**config.mk**
```make
export PLATFORM = sky130hd
export DESIGN_NAME = rv_hazard_scoreboard
export DESIGN_NICKNAME = d
export VERILOG_FILES = /design/src/rtl/rv_hazard_scoreboard.sv
export SDC_FILE = /design/constraint.sdc
export NUM_CORES = 1
export LEC_CHECK = 0
export CORE_MARGIN = 5
export CORE_UTILIZATION = 35
export CTS_BUF_LIST = sky130_fd_sc_hd__clkbuf_4 sky130_fd_sc_hd__clkbuf_8
export CTS_CLUSTER_SIZE = 10
export DETAILED_ROUTE_END_ITERATION = 7
export DONT_BUFFER_PORTS = 1
export GPL_TIMING_DRIVEN = 0
export HOLD_SLACK_MARGIN = 0.12
export PLACE_DENSITY = 0.6
export SLEW_MARGIN = 20
export SYNTH_ARGS = -nofsm -noshare
export SYNTH_HDL_FRONTEND = slang
export SYNTH_SLANG_ARGS = --single-unit
```
**constraint.sdc**
```tcl
create_clock -name clk -period 3.2 [get_ports clk]
set_clock_uncertainty 0.05 [all_clocks]
set_input_delay 0.96 -clock clk [delete_from_list [all_inputs] [get_ports clk]]
set_output_delay 0.96 -clock clk [all_outputs]
set_load 0.1 [all_outputs]
```
**src/rtl/rv_hazard_scoreboard.sv**
```systemverilog
// Hazard unit for the pipelined RISC-V core. It provides forwarding selects, load-use, multi-cycle and
// no-forwarding stalls, a memory-ready freeze, and a scoreboard for one fixed-latency multi-cycle unit.
module rv_hazard_scoreboard #(
  parameter int REGW   = 5,
  parameter int MC_LAT = 4,
  parameter int FWD_EN = 1
) (
  input  logic            clk,
  input  logic            reset,
  input  logic [REGW-1:0] Rs1D,
  input  logic [REGW-1:0] Rs2D,
  input  logic [REGW-1:0] RdD,
  input  logic            RegWriteD,
  input  logic [REGW-1:0] Rs1E,
  input  logic [REGW-1:0] Rs2E,
  input  logic [REGW-1:0] RdE,
  input  logic            RegWriteE,
  input  logic            ResultSrcb0E,
  input  logic            McStartE,
  input  logic            PCSrcE,
  input  logic [REGW-1:0] RdM,
  input  logic [REGW-1:0] RdW,
  input  logic            RegWriteM,
  input  logic            RegWriteW,
  input  logic            MemReadyM,
  output logic [1:0]      ForwardAE,
  output logic [1:0]      ForwardBE,
  output logic            StallF,
  output logic            StallD,
  output logic            StallE,
  output logic            StallM,
  output logic            FlushD,
  output logic            FlushE,
  output logic            BubbleM,
  output logic            McWbValid,
  output logic            McRd_unused_guard,
  output logic [REGW-1:0] McRd,
  output logic            McBusy
);

  localparam int CW = (MC_LAT > 2) ? $clog2(MC_LAT) : 1;
  localparam logic [CW-1:0] CNT_INIT = CW'(MC_LAT - 1);

  logic            out_en;
  logic            busy;
  logic [CW-1:0]   cnt;
  logic [REGW-1:0] mc_rd;

  logic freeze, wb_raw, retire, issue;
  logic ld_stall, mc_raw, mc_waw, mc_struct, nf_stall, d_stall;

  function automatic logic hit(input logic [REGW-1:0] dst, input logic [REGW-1:0] src);
    return (dst != '0) && (dst == src);
  endfunction

  function automatic logic [1:0] fwd_sel(input logic [REGW-1:0] src, input logic wb,
                                         input logic [REGW-1:0] rd_m, input logic we_m,
                                         input logic [REGW-1:0] rd_w, input logic we_w,
                                         input logic [REGW-1:0] rd_mc);
    if (we_m && hit(rd_m, src))     return 2'b10;
    else if (we_w && hit(rd_w, src)) return 2'b01;
    else if (wb && hit(rd_mc, src))  return 2'b11;
    else                             return 2'b00;
  endfunction

  assign freeze = !MemReadyM;
  // A pipe write in W owns the regfile port; the MC result waits with its counter parked at zero.
  assign wb_raw = busy && (cnt == '0) && !RegWriteW;
  assign retire = wb_raw && !freeze;
  assign issue  = McStartE && (!busy || wb_raw) && !freeze;

  always_ff @(posedge clk or negedge reset) begin
    if (!reset) begin
      out_en <= 1'b0;
      busy   <= 1'b0;
      cnt    <= '0;
      mc_rd  <= '0;
    end else begin
      out_en <= 1'b1;
      if (out_en) begin
        if (busy && (cnt != '0)) cnt <= cnt - CW'(1);
        if (retire) busy <= 1'b0;
        if (issue) begin
          busy  <= 1'b1;
          mc_rd <= RdE;
          cnt   <= CNT_INIT;
        end
      end
    end
  end

  always_comb begin
    ld_stall  = ResultSrcb0E && (hit(RdE, Rs1D) || hit(RdE, Rs2D));
    mc_raw    = busy && (hit(mc_rd, Rs1D) || hit(mc_rd, Rs2D)) && !wb_raw;
    mc_waw    = busy && RegWriteD && hit(mc_rd, RdD);
    mc_struct = McStartE && busy && !wb_raw;
    nf_stall  = 1'b0;
    if (FWD_EN == 0)
      nf_stall = (RegWriteE && (hit(RdE, Rs1D) || hit(RdE, Rs2D))) ||
                 (RegWriteM && (hit(RdM, Rs1D) || hit(RdM, Rs2D))) ||
                 (RegWriteW && (hit(RdW, Rs1D) || hit(RdW, Rs2D)));
    d_stall   = ld_stall || mc_raw || mc_waw || nf_stall;
  end

  always_comb begin
    StallF    = 1'b0;
    StallD    = 1'b0;
    StallE    = 1'b0;
    StallM    = 1'b0;
    FlushD    = 1'b0;
    FlushE    = 1'b0;
    BubbleM   = 1'b0;
    ForwardAE = 2'b00;
    ForwardBE = 2'b00;
    McWbValid = 1'b0;
    McBusy    = 1'b0;
    McRd      = '0;
    if (out_en) begin
      // A taken branch held in a frozen E stage flushes once memory is ready again.
      if (freeze) begin
        StallF = 1'b1;
        StallD = 1'b1;
        StallE = 1'b1;
        StallM = 1'b1;
      end else if (mc_struct) begin
        StallF  = 1'b1;
        StallD  = 1'b1;
        StallE  = 1'b1;
        BubbleM = 1'b1;
      end else begin
        StallF = d_stall;
        StallD = d_stall;
        FlushE = d_stall || PCSrcE;
        FlushD = PCSrcE;
      end
      if (FWD_EN != 0) begin
        ForwardAE = fwd_sel(Rs1E, wb_raw, RdM, RegWriteM, RdW, RegWriteW, mc_rd);
        ForwardBE = fwd_sel(Rs2E, wb_raw, RdM, RegWriteM, RdW, RegWriteW, mc_rd);
      end
      McWbValid = wb_raw;
      McBusy    = busy;
      McRd      = mc_rd;
    end
  end

  assign McRd_unused_guard = 1'b0;

endmodule

```
# After elaboration in Yosys (flattened, before gate mapping)
# Index checks and enable logic that the tools add are counted.
# W data, S select, Z words.
[word_totals] ff_bits=9 latchBits=0 ramBits=0 rom_bits=0 out_inout_bits=19 elab_cells=97 mem_count=0
[classes] n_addsub=1 mul=0 div=0 n_lt_le_gt_ge=0 eq_ne=11 n_shift=0 mux=31 bitwise_logic=0 n_reduce_logical=50
[op_table] operator="$eq A5 B5 Y1" n=11
[op_table] operator="$logic_and A1 B1 Y1" n=30
[op_table] operator="$mux W1" n=20
[op_table] operator="$mux W2" n=10
[op_table] operator="$reduce_bool A5 Y1" n=4
[op_table] operator="$logic_or A1 B1 Y1" n=6
[op_table] operator="$reduce_and A2 Y1" n=3
[op_table] operator="$reduce_bool A2 Y1" n=3
[op_table] operator="$mux W5" n=1
[op_table] operator="$logic_not A1 Y1" n=3
[op_table] operator="$logic_not A2 Y1" n=1
[op_table] operator="$sub A2 B1 Y2 const B" n=1

# Logic depth before layout (Yosys ltp)
# Gate-level depths: netlist of the first run.
[logic_depth] ltp_word=11 mapped_depth=8 depth_no_buf=7

# Least setup slack after synthesis of the first run
# No wires, ideal clock.
[synth_timing] path_kind="input-to-output" from="input port RegWriteW" to="output port StallF" arrival_ns=3.674 t_required_ns=2.190 slack_ns=-1.484 path_stages=6 path_buffers=1 path_cell_list="nand2b_1 nand3_1 nor2_1 o31ai_1 a31oi_1 buf_4"
[synth_via] elab_chain_cells=9
[synth_rtl] element="start, declared" line="24" rtl="input logic RegWriteW,"
[synth_rtl] element="$logic_not A1 Y1 (*)" line="68" rtl="assign wb_raw = busy && (cnt == '0) && !RegWriteW;"
[synth_rtl] element="$logic_and A1 B1 Y1 (*)" line="68"
[synth_rtl] element="$logic_not A1 Y1 (*)" line="94, 96"
[synth_rtl] element="$logic_and A1 B1 Y1" line="94" rtl="mc_raw = busy && (hit(mc_rd, Rs1D) || hit(mc_rd, Rs2D)) && !wb_raw;"
[synth_rtl] element="$logic_or A1 B1 Y1 (2 in a row)" line="102" rtl="d_stall = ld_stall || mc_raw || mc_waw || nf_stall;"
[synth_rtl] element="$mux W1 (*) (3 in a row)"
[synth_rtl] element="end, declared" line="28" rtl="output logic StallF,"
# Mark *: on every way between the ends. The rest lies on a longest branch, timed or not.

# Worst setup path after layout of the first run
[layout_timing] from="input port RdE[0]" to="output port StallF"
[layout_via] elab_chain_cells=9
[layout_rtl] element="start, declared" line="16" rtl="input logic [REGW-1:0] RdE,"
[layout_rtl] element="$eq A5 B5 Y1 or $reduce_bool A5 Y1 (tied branches)" line="53" rtl="return (dst != '0) && (dst == src);"
[layout_rtl] element="$logic_and A1 B1 Y1" line="53"
[layout_rtl] element="$logic_or A1 B1 Y1 (*)" line="93" rtl="ld_stall = ResultSrcb0E && (hit(RdE, Rs1D) || hit(RdE, Rs2D));"
[layout_rtl] element="$logic_and A1 B1 Y1 (*)" line="93"
[layout_rtl] element="$logic_or A1 B1 Y1 (*) (2 in a row)" line="102"
[layout_rtl] element="$mux W1 (*) (3 in a row)"
# Marked as above.

==> metrics.md, run 1 <==
| Metric | Value |
|---|---|
| MaxCap Viol Count | `0` |
| Total Nets Final | `214` |
| Commonest non-fill, non-tap cell in the layout | `xnor2_1` |
| Total GRT Usage | `16.2%` |
| Post-Route Setup TNS | `-541 ps` |
| Grt ovf | `0` |
| Avg WL per Cell | `18.8 µm` |
| Final worst slack | `-269 ps` |
| DRT antenna net count | `0` |
| Cell Pwr Density | `675 nW/µm²` |
| Most frequent cells in the layout | `33 x xnor2_1, 16 x xor2_1, 11 x nand3_1` |
| DR DRC count | `0` |
| Final count of pins violating max slew | `0` |
| Fraction of layout cells with a size suffix above 1 | `31.5%` |
| Register area | `225 µm²` |
| Multi-input logic area | `1250 µm²` |
| CTS tree | `yes` |
| Die height | `69.5 µm` |
| # diodes | `0` |
| Met3 usage | `6.96%` |
| Syn Inst Count | `155` |
| Yosys cell types | `29` |
| Die X | `69.5 µm` |
| Initial Util | `36.5%` |
| Worst reg-to-reg path cell count | `6` |
| Routability Congestion | `0.847` |
| Non-Filler Instances | `208` |
| Routed WL | `3910 µm` |
| RSZ-0062 raised after global routing | `yes` |
| Worst-path fanout max | `4` |
| Mapped Nets | `206` |
| CP Class | `in2out` |
| Global-route wire length before repair | `6320 µm` |
| Max Freq | `288 MHz` |
| Placed cell count | `201` |
| Peak supply drop | `0.000736 V` |
| Failing checks | `setup timing` |
| Total power | `1130 µW` |
| Max-slew headroom | `26.7%` |
| Vias per cell | `5.43` |
| Clk Tree Root Cell | `clkbuf_4` |
| Worst Max-Slew Pin Slew | `1100 ps` |
| Fin crit period | `3470 ps` |
| Outcome | `finished with violations` |
| Seq/Total Area, Yosys | `18.2%` |
| Post-Layout Inst Area | `1680 µm²` |
| Hold Crit Class | `in2async` |
| Final setup viols | `4` |
| CP Launch Point | `RdE[0]` |
| I/O Pins | `69` |
| H-Tree Depth | `1` |
| Mapped Area | `1240 µm²` |
| Crit start category | `primary input` |
| Core Region | `3390 µm²` |
| Initial antenna violation count | `0` |
| LEAKAGE | `0.000580 µW` |
| CP required | `2190 ps` |
| I/O Buffers | `0` |
| Yosys Warn Count | `0` |
| Vias in the first global route | `1241` |
| GRT busiest layer | `met2` |
| Post-DP HPWL | `3100 µm` |
| # fillers | `328` |
| Avg Cell Area, Syn | `7.99 µm²` |
| Final hold vios | `0` |
| Seq cells post-synth | `9` |
| Row cnt | `21` |
| RR Endpoint | `busy$_DFFE_PN0P_` |
| # clock sinks | `9` |
| GRT met2 Usage | `30.1%` |
| Reg-to-Reg Start | `cnt[0]$_DFFE_PN0P_` |
| Met1 Resource Use GR | `16.4%` |
| Worst reg-to-reg setup slack | `1010 ps` |
| Critical path endpoint category | `primary output` |
| Clock Path Buffers | `2` |
| 1st-iter DRT viols | `25` |
| Cell Area, Placed | `1400 µm²` |
| Clk pin slew, worst setup/hold paths | `60 ps` |
| Clk_lat worst skew | `260 ps` |
| Drt pass-1 iters | `4` |
| Num CTS Buffers | `3` |
| Syn-to-layout area delta | `35.4%` |
| Crit path DAT | `2460 ps` |
| Full die area | `4830 µm²` |
| Largest net degree at the start of global routing | `11` |
| Period utilization | `108%` |
| Routed vias | `1129` |
-- timing repair --
item,CTS,global route
pin swaps,7,7
buffers inserted,1,2
resized for setup,28,4
hold buffers,0,0
cloned,0,0
endpoints found under the setup margin,7,6
-- cell type report --
| type | count | share of cell area (%) |
|---|---|---|
| Multi-Input combinational cell | 131 | 74.6 |
| Sequential cell | 9 | 13.4 |
| Buffer | 9 | 3.88 |
| Tap cell | 46 | 3.43 |
| Clock buffer | 4 | 1.79 |
| Timing Repair Buffer | 3 | 1.57 |
| Inverter | 6 | 1.34 |
-- how the worst max path moves through the flow --
stage / slack (ps) / endpoint / cells past startpoint
after global routing: -330 / StallF / 6
after floorplan: -320 / StallF / 6
after CTS: -310 / StallF / 5
final: -270 / StallF / 6
after global placement: -420 / StallF / 6
after detailed placement: -440 / StallF / 6
-- sequential cells by signal (all words and copies together) (netlist names) --
register  cells
cnt           2
mc_rd         5
out_en        1
busy          1
-- cell families (layout without fill, tap and decap cells) --
logic type | Yosys count | count (layout) | share of synthesized area, %
xor gates and xnor gates | 55 | 55 | 38.9
and+or+nand+nor | 53 | 53 | 22.2
AOI/OAI and AO/OA | 15 | 15 | 8.49
buffers and inverters | 15 | 22 | 6.06
DFF | 9 | 9 | 18.2
muxes | 5 | 5 | 4.55
other | 2 | 2 | 0.606
adders and majority gates | 1 | 1 | 1.01
-- Yosys cell counts, drive strengths merged --
cell type  number  share of area (%)
nor4            6                3.0
ha              1                1.0
nor2           12                3.6
nand2b          1               0.51
xor2           16                 11
buf             9                4.2
o21ai           2                1.1
xnor2          39                 28
mux2            5                4.5
a21o            1               0.61
inv             6                1.8
dfrtp           9                 18
conb            2               0.61
o221ai          1               0.71
nand2           4                1.2
nor3            5                2.0
nand3          13                5.3
and2            5                2.5
nand4b          1               0.71
nand4           3                1.5
a31oi           3                1.5
o31ai           1               0.61
a21oi           3                1.5
or4             3                1.8
o21a            4                2.4
-- report_power, final --
group	switching, µW	internal, µW	leakage [µW]
Clock	40.3	56.6	0.0000184
Sequential	15.5	163	0.000104
Combinational	573	282	0.000457
-- stage by stage --
step | hold slack (ps) | setup WS [ps] | utilization (%)
after floorplan | 395 | -318 | -
after global placement | 407 | -420 | 41.4
after detailed placement | 431 | -442 | 41.4
after CTS | 328 | -307 | 48.2
after global routing | 322 | -326 | 49.5
final | 338 | -269 | 49.5
-- worst max-delay path, cell delays in order --
cell	delay, ps
xnor2_4	150
nand3_2	110
nor3_4	160
o221ai_4	160
a31oi_4	660
buf_12	260
-- per-layer routing --
| layer | vias up | part of all wire, % |
|---|---|---|
| met5 | - | 0 |
| met4 | 0 | 0.69 |
| met3 | 4 | 11 |
| met2 | 59 | 53 |
| met1 | 533 | 35 |
| li1 | 533 | - |
Note: power is estimated with default switching activity, not from simulation.
==> run 2, diff against run 1 <==
--- a/config.mk
+++ b/config.mk
@@ -13,7 +13,6 @@
 export DONT_BUFFER_PORTS = 1
 export GPL_TIMING_DRIVEN = 0
 export HOLD_SLACK_MARGIN = 0.12
-export PLACE_DENSITY = 0.6
 export SLEW_MARGIN = 20
 export SYNTH_ARGS = -nofsm -noshare
 export SYNTH_HDL_FRONTEND = slang
==> constraint.sdc (replaced) <==
create_clock -name clk -period 4.1 [get_ports clk]
set_clock_uncertainty 0.05 [all_clocks]
set_input_delay 1.23 -clock clk [delete_from_list [all_inputs] [get_ports clk]]
set_output_delay 1.23 -clock clk [all_outputs]
set_load 0.1 [all_outputs]
==> metrics.md, run 2 (synthesis gave the netlist of run 1 again) <==
| Metric | Value |
|---|---|
| Clk Tree Root Cell | `clkbuf_4` |
| Vias per cell | `5.38 (-0.97%)` |
| Peak supply drop | `0.000382 V (-48%)` |
| Final hold vios | `0 (unchanged)` |
| Worst reg-to-reg path cell count | `5 (-1)` |
| Commonest non-fill, non-tap cell in the layout | `xnor2_1` |
| Met3 usage | `6.09% (-0.87 points)` |
| Sw Share | `55.1% (-0.49 points)` |
| Reg-to-Reg Start | `cnt[0]$_DFFE_PN0P_` |
| Critical path endpoint category | `primary output` |
| Routed WL | `3690 µm (-5.6%)` |
| RR Endpoint | `mc_rd[1]$_DFFE_PN0P_` |
| Cell Pwr Density | `565 nW/µm² (-16%)` |
| CP Class | `in2out` |
| Hold Crit Class | `reg2reg` |
| H-Tree Depth | `1 (unchanged)` |
| Dpl ws | `-382 ps (+59.7 ps)` |
| Largest regs | `mc_rd: 5 flops, cnt: 2 flops` |
| Switch Pwr | `462 µW (-27%)` |
| GRT busiest layer | `met2` |
| Grt ovf | `0 (unchanged)` |
| Final count of pins violating max slew | `0 (unchanged)` |
| Placed cell count | `203 (+1.0%)` |
| Non-Filler Instances | `208 (unchanged)` |
| Initial Util | `36.5% (unchanged)` |
| Clk pin slew, worst setup/hold paths | `60 ps (about the same)` |
| Hold Path Sink | `cnt[0]$_DFFE_PN0P_` |
| Final worst slack | `6.46 ps (+276 ps)` |
| Worst-path fanout max | `4 (unchanged)` |
| Syn-to-layout area delta | `19.9%` |
| # clock sinks | `9 (unchanged)` |
| Most frequent cells in the layout | `38 x xnor2_1, 16 x xor2_1, 13 x nand3_1` |
| Core Region | `3390 µm² (unchanged)` |
| Final setup viols | `0 (-4)` |
| Gate power share | `74.9% (-0.7 points)` |
| Clock Path Buffers | `2 (unchanged)` |
| Die X | `69.5 µm (unchanged)` |
| Final core utilization | `43.8% (-5.6 points)` |
| CP required | `2820 ps (+630 ps)` |
| Flop pwr share | `16.7% (+0.9 points)` |
| Post-Layout Inst Area | `1490 µm² (-11%)` |
| Routed vias | `1118 (-0.97%)` |
| LEAKAGE | `0.000522 µW (-10%)` |
| Vias in the first global route | `1166 (-6.0%)` |
| Clk_lat worst skew | `250 ps (about the same)` |
| 1st-iter DRT viols | `27 (+8.0%)` |
| I/O Buffers | `0 (unchanged)` |
| # fillers | `343 (+4.6%)` |
| Full die area | `4830 µm² (unchanged)` |
| Routability Congestion | `0.852 (+0.60%)` |
| CP Launch Point | `RdE[3]` |
| Worst Max-Slew Pin Slew | `1080 ps (-17.6 ps)` |
| Global-route wire length before repair | `5760 µm (-8.8%)` |
| WHS | `423 ps (+84.6 ps)` |
| Period utilization | `99.8%` |
| MaxCap Viol Count | `0 (unchanged)` |
| I/O Pins | `69 (unchanged)` |
| Post-CTS Hold Buffers | `0 (unchanged)` |
| Avg WL per Cell | `17.8 µm (-5.6%)` |
| Largest Register | `mc_rd` |
| Fin crit period | `4090 ps` |
| Cell Area, Placed | `1370 µm² (-2.4%)` |
| Power share of the clock group | `8.5% (about the same)` |
| Cell-by-cell trace of the critical path | `xnor2_4, nand3_1, nor3_2, o221ai_2, a31oi_4, buf_12` |
| Number of flip-flops under the largest register name | `5 (unchanged)` |
| RSZ-0062 raised after global routing | `yes` |
| Die height | `69.5 µm (unchanged)` |
| Multi-input logic area | `1050 µm² (-16%)` |
| DR DRC count | `0 (unchanged)` |
| Drt pass-1 iters | `4 (unchanged)` |
| P_int | `376 µW (-25%)` |
| Post-DP HPWL | `3040 µm (-2.0%)` |
| Met1 Resource Use GR | `15.0% (-1.4 points)` |
| Fraction of layout cells with a size suffix above 1 | `21.0% (-10 points)` |
| CTS tree | `yes` |
| # diodes | `0 (unchanged)` |
| GRT met2 Usage | `27.5% (-2.5 points)` |
| Max-slew headroom | `27.9% (+1.2 points)` |
| Max Freq | `244 MHz` |
| Total GRT Usage | `14.7% (-1.5 points)` |
| Outcome | `completed` |
| Total Nets Final | `214 (unchanged)` |
| Crit start category | `primary input` |
| Initial antenna violation count | `0 (unchanged)` |
| Largest stage delay, worst path | `720 ps (+60 ps)` |
| Crit path DAT | `2810 ps (+350 ps)` |
| Slowest CP cell | `a31oi_4` |
| DRT antenna net count | `0 (unchanged)` |
| Row cnt | `21 (unchanged)` |
| Register area | `225 µm² (unchanged)` |
| WHS Path Cells | `1` |
| Min-Delay Startpoint | `cnt[0]$_DFFE_PN0P_` |
| Largest net degree at the start of global routing | `11 (unchanged)` |
| Worst reg-to-reg setup slack | `2340 ps (+1330 ps)` |
| Num CTS Buffers | `3 (unchanged)` |
## run 2: cell counts in the layout (fill, tap and decap cells not counted)
Identical to the previous run, type by type.
## run 2: timing repair
item,4_1_cts,5_1_grt
pin swaps,1,5
gates resized for setup,9,6
setup buffers,0,1
endpoints found under the setup margin,4,2
## run 2: per-stage QoR
step | TNS [ps] | power, µW
6_report | 0 | 839
3_5_place_dp | -616 | 754
3_3_place_gp | -792 | 730
5_1_grt | -23.4 | 889
4_1_cts | -60.4 | 839
2_1_floorplan | -270 | 664
## run 2: metal layers
layer	up-vias	wire length [µm]	share of wire [%]
met4	0	26	0.70
met2	52	1950	53
li1	535	-	-
met1	529	1350	37
met5	-	0	0
met3	2	361	9.8
## run 2: power by group through the flow
stage	Combinational, µW	Sequential [µW]	Clock, µW
2_1_floorplan	526	138	0
3_3_place_gp	591	139	0
3_5_place_dp	613	141	0
4_1_cts	624	139	76.1
5_1_grt	664	143	81.5
6_report	628	140	71.0
## run 2: layout make-up
class / count / area share (%)
Multi-Input combinational cell: 131 / 70.4
Sequential cell: 9 / 15.2
Buffer: 9 / 4.38
Tap cell: 46 / 3.88
Timing Repair Buffer: 3 / 2.61
Clock buffer: 4 / 2.02
Inverter: 6 / 1.52
## run 2: worst max-delay path by stage
stage | end | slack, ps
4_1_cts | StallF | -60
6_report | StallF | 6
2_1_floorplan | StallF | -120
5_1_grt | StallF | -20
3_5_place_dp | StallF | -380
3_3_place_gp | StallF | -260
## run 2: critical path, delay by kind of cell
family                 cells  cell delay, ps
AND/OR/NAND/NOR            2             260
XOR/XNOR                   1             130
buffers and inverters      1             260
AO/OA/AOI/OAI              2             920
